$ cat src/rtl/cskipa_pipe.sv
// Pipelined carry-skip adder: NSTAGE register stages, each resolving BPS skip blocks of
// BLOCK bits. A valid/ready handshake stalls the whole pipe together.
module cskipa_pipe #(
    parameter int WIDTH = 32,
    parameter int BLOCK = 4,
    parameter int BPS   = 2
) (
    input  logic             i_clk,
    input  logic             i_rst_n,
    input  logic             i_valid,
    output logic             o_ready,
    input  logic [WIDTH-1:0] i_add_term1,
    input  logic [WIDTH-1:0] i_add_term2,
    input  logic             i_cin,
    output logic             o_valid,
    input  logic             i_ready,
    output logic [WIDTH-1:0] o_sum,
    output logic             o_cout,
    output logic             o_ovf
);

    localparam int SLICE  = (BLOCK * BPS > 0) ? BLOCK * BPS : 1;
    localparam int NSTAGE = WIDTH / SLICE;

    generate
        if (BLOCK < 1 || BPS < 1 || (WIDTH % SLICE) != 0 || NSTAGE < 1) begin : g_bad_param
            $error("cskipa_pipe: WIDTH must be a non-zero multiple of BLOCK*BPS, BLOCK >= 1");
        end
    endgenerate

    logic [NSTAGE-1:0] vld_q;
    logic              cry_d [NSTAGE];
    logic              cry_q [NSTAGE];
    logic [WIDTH-1:0]  a_d   [NSTAGE];
    logic [WIDTH-1:0]  a_q   [NSTAGE];
    logic [WIDTH-1:0]  b_d   [NSTAGE];
    logic [WIDTH-1:0]  b_q   [NSTAGE];
    logic [WIDTH-1:0]  sum_d [NSTAGE];
    logic [WIDTH-1:0]  sum_q [NSTAGE];
    logic              ovf_d;
    logic              ovf_q;

    logic              adv;
    logic [WIDTH-1:0]  a_s;
    logic [WIDTH-1:0]  b_s;
    logic [WIDTH-1:0]  s_s;
    logic              c_s;
    logic              cb_s;
    logic              p_s;
    logic              p_all_s;
    logic              cmsb_s;

    assign o_valid = vld_q[NSTAGE-1];
    assign adv     = !o_valid || i_ready;
    assign o_ready = adv;
    assign o_sum   = sum_q[NSTAGE-1];
    assign o_cout  = cry_q[NSTAGE-1];
    assign o_ovf   = ovf_q;

    // Operands and partial sums travel full width; each stage only fills its own slice.
    always_comb begin
        a_s     = '0;
        b_s     = '0;
        s_s     = '0;
        c_s     = 1'b0;
        cb_s    = 1'b0;
        p_s     = 1'b0;
        p_all_s = 1'b0;
        cmsb_s  = 1'b0;
        for (int s = 0; s < NSTAGE; s++) begin
            a_d[s]   = '0;
            b_d[s]   = '0;
            sum_d[s] = '0;
            cry_d[s] = 1'b0;
        end
        for (int s = 0; s < NSTAGE; s++) begin
            int ps;
            ps = (s > 0) ? s - 1 : 0;
            if (s == 0) begin
                a_s = i_add_term1;
                b_s = i_add_term2;
                s_s = '0;
                c_s = i_cin;
            end else begin
                a_s = a_q[ps];
                b_s = b_q[ps];
                s_s = sum_q[ps];
                c_s = cry_q[ps];
            end
            for (int k = 0; k < BPS; k++) begin
                cb_s    = c_s;
                p_all_s = 1'b1;
                for (int j = 0; j < BLOCK; j++) begin
                    int idx;
                    idx = s * SLICE + k * BLOCK + j;
                    p_s = a_s[idx] ^ b_s[idx];
                    s_s[idx] = p_s ^ cb_s;
                    if (idx == WIDTH - 1) begin
                        cmsb_s = cb_s;
                    end
                    cb_s    = (a_s[idx] & b_s[idx]) | (p_s & cb_s);
                    p_all_s = p_all_s & p_s;
                end
                // A fully propagating block passes its carry-in straight through.
                c_s = p_all_s ? c_s : cb_s;
            end
            a_d[s]   = a_s;
            b_d[s]   = b_s;
            sum_d[s] = s_s;
            cry_d[s] = c_s;
        end
        ovf_d = cmsb_s ^ cry_d[NSTAGE-1];
    end

    always_ff @(posedge i_clk or negedge i_rst_n) begin
        if (!i_rst_n) begin
            vld_q <= '0;
            ovf_q <= 1'b0;
            for (int s = 0; s < NSTAGE; s++) begin
                cry_q[s] <= 1'b0;
                a_q[s]   <= '0;
                b_q[s]   <= '0;
                sum_q[s] <= '0;
            end
        end else if (adv) begin
            ovf_q <= ovf_d;
            for (int s = 0; s < NSTAGE; s++) begin
                vld_q[s] <= (s == 0) ? i_valid : vld_q[(s > 0) ? s - 1 : 0];
                cry_q[s] <= cry_d[s];
                a_q[s]   <= a_d[s];
                b_q[s]   <= b_d[s];
                sum_q[s] <= sum_d[s];
            end
        end
    end

endmodule

$ cat config.mk
export PLATFORM = sky130hd
export DESIGN_NAME = cskipa_pipe
export DESIGN_NICKNAME = d
export VERILOG_FILES = /design/src/rtl/cskipa_pipe.sv
export SDC_FILE = /design/constraint.sdc
export NUM_CORES = 1
export LEC_CHECK = 0
export CAP_MARGIN = 20
export CELL_PAD_IN_SITES_DETAIL_PLACEMENT = 1
export CELL_PAD_IN_SITES_GLOBAL_PLACEMENT = 1
export CORE_UTILIZATION = 46
export DETAILED_ROUTE_END_ITERATION = 8
export PLACE_DENSITY_LB_ADDON = 0.15
export SLEW_MARGIN = 20
export SYNTH_ARGS = -nofsm -noshare
export SYNTH_HDL_FRONTEND = slang
export SYNTH_SLANG_ARGS = --single-unit
$ cat constraint.sdc
create_clock -name i_clk -period 7.8 [get_ports i_clk]
set_input_delay 0.78 -clock i_clk [delete_from_list [all_inputs] [get_ports i_clk]]
set_output_delay 0.78 -clock i_clk [all_outputs]
set_load 0.01 [all_outputs]
==> After elaboration in Yosys (flattened, before gate mapping) <==
Index checks and enable logic that the tools add are counted.
{ "word_totals": {"out_inout_bits": 36, "reg_bits": 281, "wordCells": 211, "inputBits": 69} }
{ "classes": {"n_bitwise": 185, "muxes": 8, "n_reduce_logical": 2} }
{ "op_table": {"columns": ["operator", "n"], "rows": [
  ["$and A1 B1 Y1", 88],
  ["$xor A1 B1 Y1", 65],
  ["$or A1 B1 Y1", 32],
  ["$mux W1", 8],
  ["$logic_not A1 Y1", 1],
  ["$logic_or A1 B1 Y1", 1]
]} }

==> Depth between registers and ports, before layout <==
{ "logic_depth": {"depth_word": 20, "ltp_mapped": 17} }

==> Worst setup path after synthesis <==
Ideal clock, no wire load.
{ "synth_path": {"path_kind": "input to register", "startpoint": "input port i_add_term1[0]", "endpoint": "register sum_q, in the netlist sum_d[71]", "cell_stages": 13, "n_path_buf": 0, "path_slack_ns": 3.623, "setup_time_ns": 0.077, "arrival_ns": 4.099, "path_cell_list": "inv_1 fa_1 inv_1 fa_1 fa_1 fa_1 mux2_2 fa_1 fa_1 fa_1 inv_1 fa_1 a21oi_1"} }
{ "synth_via": {"elab_chain_len": 17, "word_cells_on_any_way": 21, "classes_between": "mux: 1; bitwise: 20"} }
{ "synth_rtl": {"columns": ["item", "line_no", "source"], "rows": [
  ["start, declared", "12", "input logic [WIDTH-1:0] i_add_term1,"],
  ["$xor A1 B1 Y1", "96", "p_s = a_s[idx] ^ b_s[idx];"],
  ["$and A1 B1 Y1", "101", "cb_s = (a_s[idx] & b_s[idx]) | (p_s & cb_s);"],
  ["$or A1 B1 Y1", "101", null],
  ["$and A1 B1 Y1", "101", null],
  ["$or A1 B1 Y1", "101", null],
  ["$and A1 B1 Y1", "101", null],
  ["$or A1 B1 Y1", "101", null],
  ["$and A1 B1 Y1", "101", null],
  ["$or A1 B1 Y1", "101", null],
  ["$mux W1 *", "105", "c_s = p_all_s ? c_s : cb_s;"],
  ["$and A1 B1 Y1 *", "101", null],
  ["$or A1 B1 Y1 *", "101", null],
  ["$and A1 B1 Y1 *", "101", null],
  ["$or A1 B1 Y1 *", "101", null],
  ["$and A1 B1 Y1 *", "101", null],
  ["$or A1 B1 Y1 *", "101", null],
  ["$xor A1 B1 Y1 *", "97", "s_s[idx] = p_s ^ cb_s;"],
  ["end signal, assigned by index", "132", "sum_q[s] <= sum_d[s];"],
  ["end, declared", "39", "logic [WIDTH-1:0] sum_q [NSTAGE];"]
]} }
Every way passes the cells marked *; elsewhere a longest branch is shown, timed or not.
A chain may end at the register's enable or synchronous reset.

==> Worst setup path after layout <==
{ "layout_path": {"startpoint": "register a_q, in the netlist a_s[24]", "endpoint": "register ovf_q (netlist: o_ovf)"} }
{ "layout_via": {"elab_chain_len": 20, "word_cells_on_any_way": 24, "classes_between": "mux: 2; bitwise: 22"} }
{ "layout_rtl": {"columns": ["item", "line_no", "source"], "rows": [
  ["start, declared", "35", "logic [WIDTH-1:0] a_q [NSTAGE];"],
  ["start signal, assigned by index", "130", "a_q[s] <= a_d[s];"],
  ["$xor A1 B1 Y1", "96", null],
  ["$and A1 B1 Y1", "101", null],
  ["$or A1 B1 Y1", "101", null],
  ["$and A1 B1 Y1", "101", null],
  ["$or A1 B1 Y1", "101", null],
  ["$and A1 B1 Y1", "101", null],
  ["$or A1 B1 Y1", "101", null],
  ["$and A1 B1 Y1", "101", null],
  ["(+4 left out)", null, null],
  ["$and A1 B1 Y1", "101", null],
  ["$or A1 B1 Y1", "101", null],
  ["$and A1 B1 Y1", "101", null],
  ["$or A1 B1 Y1", "101", null],
  ["$and A1 B1 Y1", "101", null],
  ["$or A1 B1 Y1", "101", null],
  ["$mux W1", "105", null],
  ["$xor A1 B1 Y1 *", "112", "ovf_d = cmsb_s ^ cry_d[NSTAGE-1];"],
  ["end signal, assigned", "126", "ovf_q <= ovf_d;"],
  ["end, declared", "41", "logic ovf_q;"]
]} }
Marked as above.

==> run_results.csv <==
group,metric,value,unit
global_routing,grt_max_degree,118,
die,start_util,47.5,%
placement,hpwlAfterDp,11900,µm
placement,gp_congestion,0.809,
worst_setup_path,cp_common_cell,"fa_1",
worst_setup_path,slowest_stage,"fa_1",
drt,drtAntennaViolNets,0,
synth,yosys_warnings,0,
synth,seq_area_frac_synth,55.9,%
sta,finalHoldViolations,0,
clock_network,tritoncts,"done",
final_layout,layout.nets,1089,
worst_setup_path,path_buf_inv,4,
final_layout,finalNonFillerCells,1194,
die,pin_count,105,
global_routing,grt_pass1_vias,6205,
global_routing,track_usage,21.7,%
clock_network,cts_buffer_depth,2,
job,maxCapViolCount,0,
sta,rsz0062_at_grt,"no",
drt,wl_per_cell,15.4,µm
run_status,status,"complete, no violations",
worst_setup_path,start_kind,"register",
sta,tightest_slew,0.960,ns
clock_network,cts-buffers-inserted,17,
die,core-area,17400,µm²
worst_setup_path,endpoint_kind,"register",
die,rows,48,
worst_setup_path,max_stage_delay,0.44,ns
sta,setup_viol_count_final,0,
synth,netlist_instances,870,
worst_setup_path,worstPathArrival,4.81,ns
drt,dr_total_vias,5813,
drt,route.detailed.drc,0,
placement,dp.cells,1162,
min_path,hold_path.class,"input port to asynchronous set/reset pin",
die,fp.dieH,136,µm
drt,drt_wl_total,18400,µm
placement,portBuffers,104,
worst_setup_path,critical_path_class,"register to register",
worst_setup_path,worst_ep_required_time,8.11,ns
global_routing,overflow,0,
placement,place_ws,2.87,ns
sta,max_freq,222,MHz
synth,synth_cell_type_count,24,
clock_network,clk_pin_slew,0.07,ns
global_routing,grt_first_pass_wirelength,30800,µm
sta,fin_crit_sh,57.7,%
clock_network,root_buffer,"clkbuf_16",
synth,ys_ff_latch,185,
synth,synth_top_flop_cell,"dfrtp_1",
final_layout,antennaDiodeCount,0,
clock_network,cts_sinks,185,
synth,synth_edf_count,0,
sta,slew_headroom,36.0,%
final_layout,area_growth,20.2,%
sta,slew_viol_final,0,
clock_network,cts_setup_buffers,0,
synth,synth_nets,1003,
sta,period_needed,4.50,ns
final_layout,drive_above_1_share,4.54,%
sta,tns,0,ns
sta,setup_ws,3.30,ns
sta,clock_skew,0.00785,ns
pwr,ir_drop,0.196,mV
clock_network,ctsHoldBuffers,0,
clock_network,htreeDepth,4,
final_layout,fill_cells,2003,
global_routing,antenna_found_initial,0,
clock_network,insertion_delay,0.44,ns
die,die_w,136,µm
drt,dr.pass1.iters,4,
die,dieArea,18500,µm²
worst_setup_path,path_max_fanout,4,
worst_setup_path,path_cells,"inv_1, fa_1, inv_1, fa_1, fa_1, fa_1, mux2i_1, inv_1, fa_1, fa_1, fa_1, inv_1, fa_1, nor2b_1, o211ai_2, o21ai_1, nor3_1",
pwr,p_leak,0.00512,µW
pwr,power_density,396,nW/µm²
synth,mappedNetlistArea,8280,µm²
synth,async_flop_share,100,%
drt,via_per_inst,4.87,
worst_setup_path,cpLargestDelayFamily,"adder cells",
clock_network,cts_resized,0,
drt,drtIter0Drc,236,
synth,avgSynthCellArea,9.52,µm²
[layout by cell type (no fill, tap or decap), types with 8 or more instances in the layout]
master / instances
ha_1: 32
clkbuf_16: 17
nor2_1: 8
dfrtp_1: 185
fa_1: 32
o21ai_0: 19
inv_1: 29
nand2_1: 490
clkdlybuf4s50_1: 103
nand4_1: 8
a21oi_1: 11
[final cells by class]
cell class / instances / area (µm²) / share of cell area, %
clock buffers: 18 / 439 / 4.41
clock inverters: 14 / 170 / 1.71
inverters: 30 / 118 / 1.18
multi-input cells: 614 / 3240 / 32.5
flip-flops and latches: 185 / 4630 / 46.5
well taps: 225 / 282 / 2.83
repair buffers: 108 / 1070 / 10.8
[metal layers]
metal  track usage [%]  up-vias  part of all wire (%)
li1                  -     2804                     -
met3              4.14       26                   2.6
met1              27.8     2900                    45
met4              6.91        0                   1.5
met5                 0        -                     0
met2              37.1       83                    51
[kinds of logic (layout without fill, tap and decap cells)]
family,count (synthesis),in the layout,share of synthesized area (%)
compound gates,32,32,2.02
buf+inv,71,170,5.00
mux,5,5,0.665
simple gates,513,513,23.8
flops,185,185,55.9
fa+ha+maj,64,64,12.6
[flip-flops by register name, indices dropped and copies added (netlist names)]
| signal | cells |
|---|---|
| o_sum | 32 |
| a_s | 8 |
| b_s | 8 |
| o_cout | 1 |
| vld_q | 4 |
| a_d | 40 |
| s_s | 24 |
| sum_d | 24 |
| o_ovf | 1 |
| b_d | 40 |
| cry_q | 3 |
[where the power goes]
part | switching (µW) | internal (µW) | leakage [µW]
registers | 284 | 1380 | 0.00224
logic | 789 | 593 | 0.00259
clock network | 384 | 514 | 0.000289
total | 1460 | 2480 | 0.00512
[cells in the mapped netlist, types with 2 or more instances]
master    count  area share [%]
a21oi_1      11            0.66
buf_2        20             1.2
buf_4         6            0.54
buf_6        13             1.8
clkbuf_1      2           0.091
dfrtp_1     185              56
fa_1         32             7.7
ha_1         32             4.8
inv_1        29             1.3
mux2_2        4            0.54
nand2_1     490              22
nand4_1       8            0.60
nor2_1        8            0.36
nor2b_1       2            0.15
o21ai_0      19             1.1
[worst paths after layout]
check | to | start | cells past startpoint | slack [ns]
max | o_ovf | a_s[24] | 17 | 3.30
min | o_sum[7] | i_rst_n | 1 | 0.39
max in group asynchronous | o_cout | i_rst_n | 2 | 5.83
min in group i_clk | s_s[20] | s_s[20] | 2 | 0.47
min reg2reg | s_s[20] | s_s[20] | 2 | 0.47
max reg2reg | o_ovf | a_s[24] | 17 | 3.30
[metrics by stage]
step	hold WS [ns]	power (µW)	instance area, µm²	util [%]
2_1_floorplan	0.430	2520	8280	-
3_3_place_gp	0.444	2930	9340	53.6
3_5_place_dp	0.456	3050	9340	53.6
4_1_cts	0.472	4010	9950	57.1
5_1_grt	0.475	4260	9950	57.1
6_report	0.390	3940	9950	57.1
(Power assumes the default switching activity.)
